<file path="src/rtl/clk_div_bank.sv">
// clk_div_bank: NUM_CH runtime-programmable clock dividers and tick generators on one fabric clock.
// Define CLKDIV_PHASE_EN to give every channel a programmable start phase (otherwise start = 0).
module clk_div_bank #(
  parameter int NUM_CH   = 4,
  parameter int DIV_W    = 8,
  parameter int DEF_DIV  = 2,
  parameter int LOCK_CYC = 16,
  localparam int CH_W    = (NUM_CH > 1) ? $clog2(NUM_CH) : 1,
  localparam int LOCK_W  = $clog2(LOCK_CYC + 1)
) (
  input  logic              clk,
  input  logic              rst,
  input  logic [NUM_CH-1:0] ch_en,
  input  logic              sync,
  input  logic              cfg_valid,
  output logic              cfg_ready,
  input  logic [CH_W-1:0]   cfg_ch,
  input  logic [DIV_W-1:0]  cfg_div,
  input  logic [DIV_W-1:0]  cfg_high,
  input  logic [DIV_W-1:0]  cfg_phase,
  output logic [NUM_CH-1:0] clk_out,
  output logic [NUM_CH-1:0] tick,
  output logic              locked
);
  localparam logic [DIV_W-1:0] DIV_RST  = DIV_W'(DEF_DIV);
  localparam logic [DIV_W-1:0] HIGH_RST = DIV_W'(DEF_DIV / 2);
  localparam logic [DIV_W-1:0] ONE      = DIV_W'(1);
  localparam logic [DIV_W-1:0] TWO      = DIV_W'(2);

  logic [NUM_CH-1:0][DIV_W-1:0] cnt_q, div_q, high_q;
  logic [NUM_CH-1:0][DIV_W-1:0] cnt_nxt, div_nxt, high_nxt, start_nxt;
  logic [NUM_CH-1:0]            en_q, clk_q, tick_q, apply_ch;
  logic                         pend_q, pend_ok_q;
  logic [CH_W-1:0]              pend_ch_q;
  logic [DIV_W-1:0]             pend_div_q, pend_high_q, acc_div, acc_high;
  logic                         accept, apply_any, discard, lock_event;
  logic [LOCK_W-1:0]            lock_cnt_q, lock_nxt;
  logic                         lock_q;
`ifdef CLKDIV_PHASE_EN
  logic [NUM_CH-1:0][DIV_W-1:0] phase_q, phase_nxt;
  logic [DIV_W-1:0]             pend_phase_q, acc_phase;
`else
  logic                         unused_phase;
  assign unused_phase = ^cfg_phase;
`endif

  assign cfg_ready  = !pend_q && !rst;
  assign accept     = cfg_valid && cfg_ready;
  assign discard    = pend_q && !pend_ok_q;
  assign apply_any  = |apply_ch;
  assign lock_event = accept || apply_any || sync || (ch_en != en_q);
  assign clk_out    = clk_q;
  assign tick       = tick_q;
  assign locked     = lock_q;

  // High and phase are clamped against the already-clamped divide ratio.
  always_comb begin
    acc_div  = (cfg_div < TWO) ? TWO : cfg_div;
    acc_high = (cfg_high == '0) ? ONE : cfg_high;
    if (acc_high >= acc_div) acc_high = acc_div - ONE;
`ifdef CLKDIV_PHASE_EN
    acc_phase = (cfg_phase >= acc_div) ? acc_div - ONE : cfg_phase;
`endif
  end

  // A pending entry lands only at a period boundary (or at once on an idle channel),
  // and the counter always sees the configuration it will run with.
  always_comb begin
    for (int i = 0; i < NUM_CH; i++) begin
      apply_ch[i] = pend_q && pend_ok_q && (pend_ch_q == CH_W'(i)) &&
                    (!ch_en[i] || (cnt_q[i] == div_q[i] - ONE));
      div_nxt[i]  = apply_ch[i] ? pend_div_q  : div_q[i];
      high_nxt[i] = apply_ch[i] ? pend_high_q : high_q[i];
`ifdef CLKDIV_PHASE_EN
      phase_nxt[i] = apply_ch[i] ? pend_phase_q : phase_q[i];
      start_nxt[i] = phase_nxt[i];
`else
      start_nxt[i] = '0;
`endif
      if (!ch_en[i] || !en_q[i] || sync) cnt_nxt[i] = start_nxt[i];
      else if (cnt_q[i] == div_q[i] - ONE) cnt_nxt[i] = '0;
      else cnt_nxt[i] = cnt_q[i] + ONE;
    end
  end

  always_comb begin
    if (lock_event) lock_nxt = '0;
    else if (lock_cnt_q == LOCK_W'(LOCK_CYC)) lock_nxt = lock_cnt_q;
    else lock_nxt = lock_cnt_q + LOCK_W'(1);
  end

  always_ff @(posedge clk) begin
    if (rst) begin
      cnt_q        <= '0;
      div_q        <= {NUM_CH{DIV_RST}};
      high_q       <= {NUM_CH{HIGH_RST}};
      en_q         <= '0;
      clk_q        <= '0;
      tick_q       <= '0;
      pend_q       <= 1'b0;
      pend_ok_q    <= 1'b0;
      pend_ch_q    <= '0;
      pend_div_q   <= '0;
      pend_high_q  <= '0;
      lock_cnt_q   <= '0;
      lock_q       <= 1'b0;
`ifdef CLKDIV_PHASE_EN
      phase_q      <= '0;
      pend_phase_q <= '0;
`endif
    end else begin
      cnt_q      <= cnt_nxt;
      div_q      <= div_nxt;
      high_q     <= high_nxt;
      en_q       <= ch_en;
      lock_cnt_q <= lock_nxt;
      lock_q     <= (lock_nxt == LOCK_W'(LOCK_CYC));
      for (int i = 0; i < NUM_CH; i++) begin
        clk_q[i]  <= ch_en[i] && (cnt_nxt[i] < high_nxt[i]);
        tick_q[i] <= ch_en[i] && (cnt_nxt[i] == '0);
      end
`ifdef CLKDIV_PHASE_EN
      phase_q <= phase_nxt;
`endif
      if (accept) begin
        pend_q      <= 1'b1;
        pend_ok_q   <= ({1'b0, cfg_ch} < (CH_W + 1)'(NUM_CH));
        pend_ch_q   <= cfg_ch;
        pend_div_q  <= acc_div;
        pend_high_q <= acc_high;
`ifdef CLKDIV_PHASE_EN
        pend_phase_q <= acc_phase;
`endif
      end else if (apply_any || discard) begin
        pend_q <= 1'b0;
      end
    end
  end
endmodule

</file>
<file path="config.mk">
export PLATFORM = sky130hd
export DESIGN_NAME = clk_div_bank
export DESIGN_NICKNAME = d
export VERILOG_FILES = /design/src/rtl/clk_div_bank.sv
export SDC_FILE = /design/constraint.sdc
export NUM_CORES = 1
export LEC_CHECK = 0
export BUFFER_PORTS_ARGS = -buffer_cell sky130_fd_sc_hd__buf_4
export CORE_MARGIN = 4
export CORE_UTILIZATION = 46
export CTS_CLUSTER_SIZE = 16
export DETAILED_ROUTE_END_ITERATION = 10
export GPL_TIMING_DRIVEN = 0
export HOLD_SLACK_MARGIN = 0.1
export PLACE_DENSITY_LB_ADDON = 0.25
export SLEW_MARGIN = 20
export SYNTH_ARGS = -nofsm -noshare
export SYNTH_HDL_FRONTEND = slang
export SYNTH_SLANG_ARGS = --single-unit
export TNS_END_PERCENT = 10
</file>
<file path="constraint.sdc">
create_clock -name clk -period 7.1 [get_ports clk]
set_clock_uncertainty 0.2 [all_clocks]
set_input_delay 1.065 -clock clk [delete_from_list [all_inputs] [get_ports clk]]
set_output_delay 1.065 -clock clk [all_outputs]
set_load 0.02 [all_outputs]
</file>
==> summary.txt <==
Global routing
  • Largest net degree at the start of global routing: 17
  • First-pass GRT wire length: 29070 um
  • Number of global-route vias before repair: 5714
  • GRT Resource Usage Total: 0.2032
  • Initial antenna violation count: 0
  • GRT overflow: 0

Logic synthesis
  • Yosys warns: 0
  • Count leader, synth: nor2_1
  • Synth top area share: 0.3627
  • Post-synth top area cell: dfxtp_1
  • Syn Area/Cell: 8.672 um2
  • Sequential fraction of the synthesis area: 0.3627
  • Synth area leaders: dfxtp_1 (36%), ha_1 (8.6%), nor2_1 (7.8%)
  • #FFs+latches synth: roughly 130
  • Mapped Cells: 853
  • EDFF count, synth: 0
  • Synth cell count leaders: nor2_1 (154), dfxtp_1 (134), mux2i_1 (55)
  • Post-Syn Area: 0.007397 mm2
  • Netlist cell types: 69
  • Async S/R FF share, synth: 0
  • Post-Syn Nets: 938
  • Top_reg_cell synth: dfxtp_1

STA
  • Final TNS setup: 0 ns
  • Fin. max-slew vios: 0
  • Fmax: between 200 and 250 MHz
  • Fin crit period: 4.804 ns
  • Worst-margin pin slew: 0.6741 ns
  • RSZ-0062 raised after global routing: no
  • Final setup viols: 0
  • Final Hold Vio Count: 0
  • Max_slew headroom: 0.5497
  • Post-route clock period utilization: 0.6766

Die
  • Starting Density: 0.4674
  • Die area: 0.01817 mm2
  • Rows: 46
  • Die X: approximately 130 um
  • Chip Height: 134.8 um
  • Core ar.: 0.01583 mm2
  • Io pins: 44

CTS
  • Clk_lat worst skew: 0.42 ns
  • Max clock buf depth: 2
  • Root Driver: clkbuf_16
  • Post-CTS Hold Buffers: 0
  • Post-CTS Setup Inserts: 0
  • H-tree depth: 4
  • PostCTS Resize Cnt: 0
  • CTS tree: built
  • Clock-pin slew on the worst setup and hold paths: 0.06 ns
  • CTS buffer count: 17
  • Clk sink count: 134

Place
  • Routability cong.: 0.8475
  • Post-DP HPWL: 13150 um
  • # port buffers: 35

Setup path
  • Worst path required time: 7.23 ns
  • WS Path Type: input pin to flop
  • CP Data Arrival Time: roughly 5 ns
  • CP Capture Type: flop
  • Startpoint types: input pin
  • Critical-path maximum fanout: 10
  • Reg2Reg Setup Slack: 2.81 ns

Flow run
  • Max cap viols: 0

Drt
  • Vias per inst: 5.322
  • # DRC: 0
  • ANT nets after route: 0
  • Detailed-route via count: slightly above 6000
  • WL/cell: 15.64 um
  • DR iter-0 viols: 342
  • Final WL: 17770 um
  • Drt pass-1 iters: 5

Min path
  • Hold crit path type: flop to flop

Pwr
  • Leakage: 3.467 nW
  • IR drop worst, VDD: 0.0001564 V
  • Pwr dens: 215.0 mW/mm2

Cells and area
  • Layout cells sized above 1: 0.1109
  • Nets: 992
  • Layout area overhead: 15.51%
  • Diodes inserted: 0
  • Final Core Density: 0.5398

Status
  • Status: finished clean
stage by stage:
step / cells / area (um2) / hold slack [ns] / total power, W / worst slack (ns)
2_1_floorplan: 853 / 7397 / 0.2369 / 0.0008725 / 2.475
3_3_place_gp: 1104 / 7930 / 0.2682 / 0.0009293 / 1.894
3_5_place_dp: 1104 / 7930 / 0.2707 / 0.0009302 / 1.895
4_1_cts: 1136 / 8544 / 0.2865 / 0.001847 / 2.319
5_1_grt: 1136 / 8544 / 0.3260 / 0.001899 / 2.065
6_report: 1136 / 8544 / 0.2914 / 0.001837 / 2.296
critical path, cell delays in order:
cell and delay [ns]:
buf_4 0.12, or3_1 0.38, nand2b_1 0.20, or3_1 0.34, o21ai_1 0.29, inv_1 0.08
ha_1 0.28, nand2b_1 0.14, a21o_1 0.18, a21o_1 0.17, a21o_1 0.16, a21o_1 0.19
a2111oi_2 0.68, buf_2 0.33, nor3_1 0.08, nor4_1 0.24
cell families after synthesis:
family                   count (synthesis)  share of synthesized area
XOR/XNOR                                68                    0.08052
AND/OR/NAND/NOR                        347                     0.2334
flip-flops                             134                     0.3627
buffers and inverters                   80                    0.04821
AO/OA/AOI/OAI                          116                     0.1108
multiplexers                            57                    0.07815
adder cells (fa/ha/maj)                 51                    0.08626
cell type report:
type                       count  area [um2]
multi-input combinational    639        4358
buffer                        48       236.5
clock buffer                  19       432.9
sequential                   134        2683
fill                        1489        7283
inverter                      32       120.1
tap                          216       270.3
clock inverter                13       181.4
timing repair buffer          35       262.8
layer usage:
metal  routed length [um]  up-vias  track usage  share of wire
met5                    0        -            0              0
met4                  409        0      0.06844          0.023
met3                  738       28      0.04620          0.042
met2                 8326      136       0.3357           0.47
met1                 8296     2801       0.2628           0.47
li1                     -     3081            -              -
layout by cell type (no fill, tap or decap), types with 6 or more instances in the layout:
cell,instances
xor2_1,34
a21oi_1,15
o21ai_0,19
inv_1,32
a21o_1,11
mux2i_1,55
nand3b_1,21
o21ai_1,6
a211oi_1,6
nor2_1,154
or3_1,6
clkbuf_16,17
or2_2,10
clkbuf_1,36
nand2_1,28
dfxtp_1,134
nand2b_1,14
o31ai_1,9
nand4_1,9
nor3_1,40
nand3_1,21
xnor2_1,34
buf_4,40
nor4_1,8
a211o_1,7
ha_1,51
report_power, final:
group          total (W)  switching, W  internal, W
sequential      0.000796     0.0000278     0.000768
combinational   0.000119     0.0000672    0.0000518
clock           0.000922      0.000337     0.000585
total            0.00184      0.000432      0.00141
path summary, 6_finish.rpt:
| path | cells after the start | from | to |
|---|---|---|---|
| hold reg to reg | 2 | high_q[0]$_SDFF_PP1_ | high_q[0]$_SDFF_PP1_ |
| setup reg to reg | 15 | div_q[16]$_SDFFE_PP0P_ | clk_out[2]$_SDFF_PP0_ |
| setup / recovery | 16 | cfg_div[4] | pend_high_q[7]$_SDFFE_PP0P_ |
| hold / removal | 2 | high_q[0]$_SDFF_PP1_ | high_q[0]$_SDFF_PP1_ |
state kept, by name (all words and copies together), names as in the netlist, 2 cells and up:
signal / cells
div_q: 32
pend_high_q: 8
clk_out: 4
pend_div_q: 8
lock_cnt_q: 5
high_q: 32
en_q: 4
pend_ch_q: 2
tick: 4
cnt_q: 32
(Power assumes the default switching activity.)
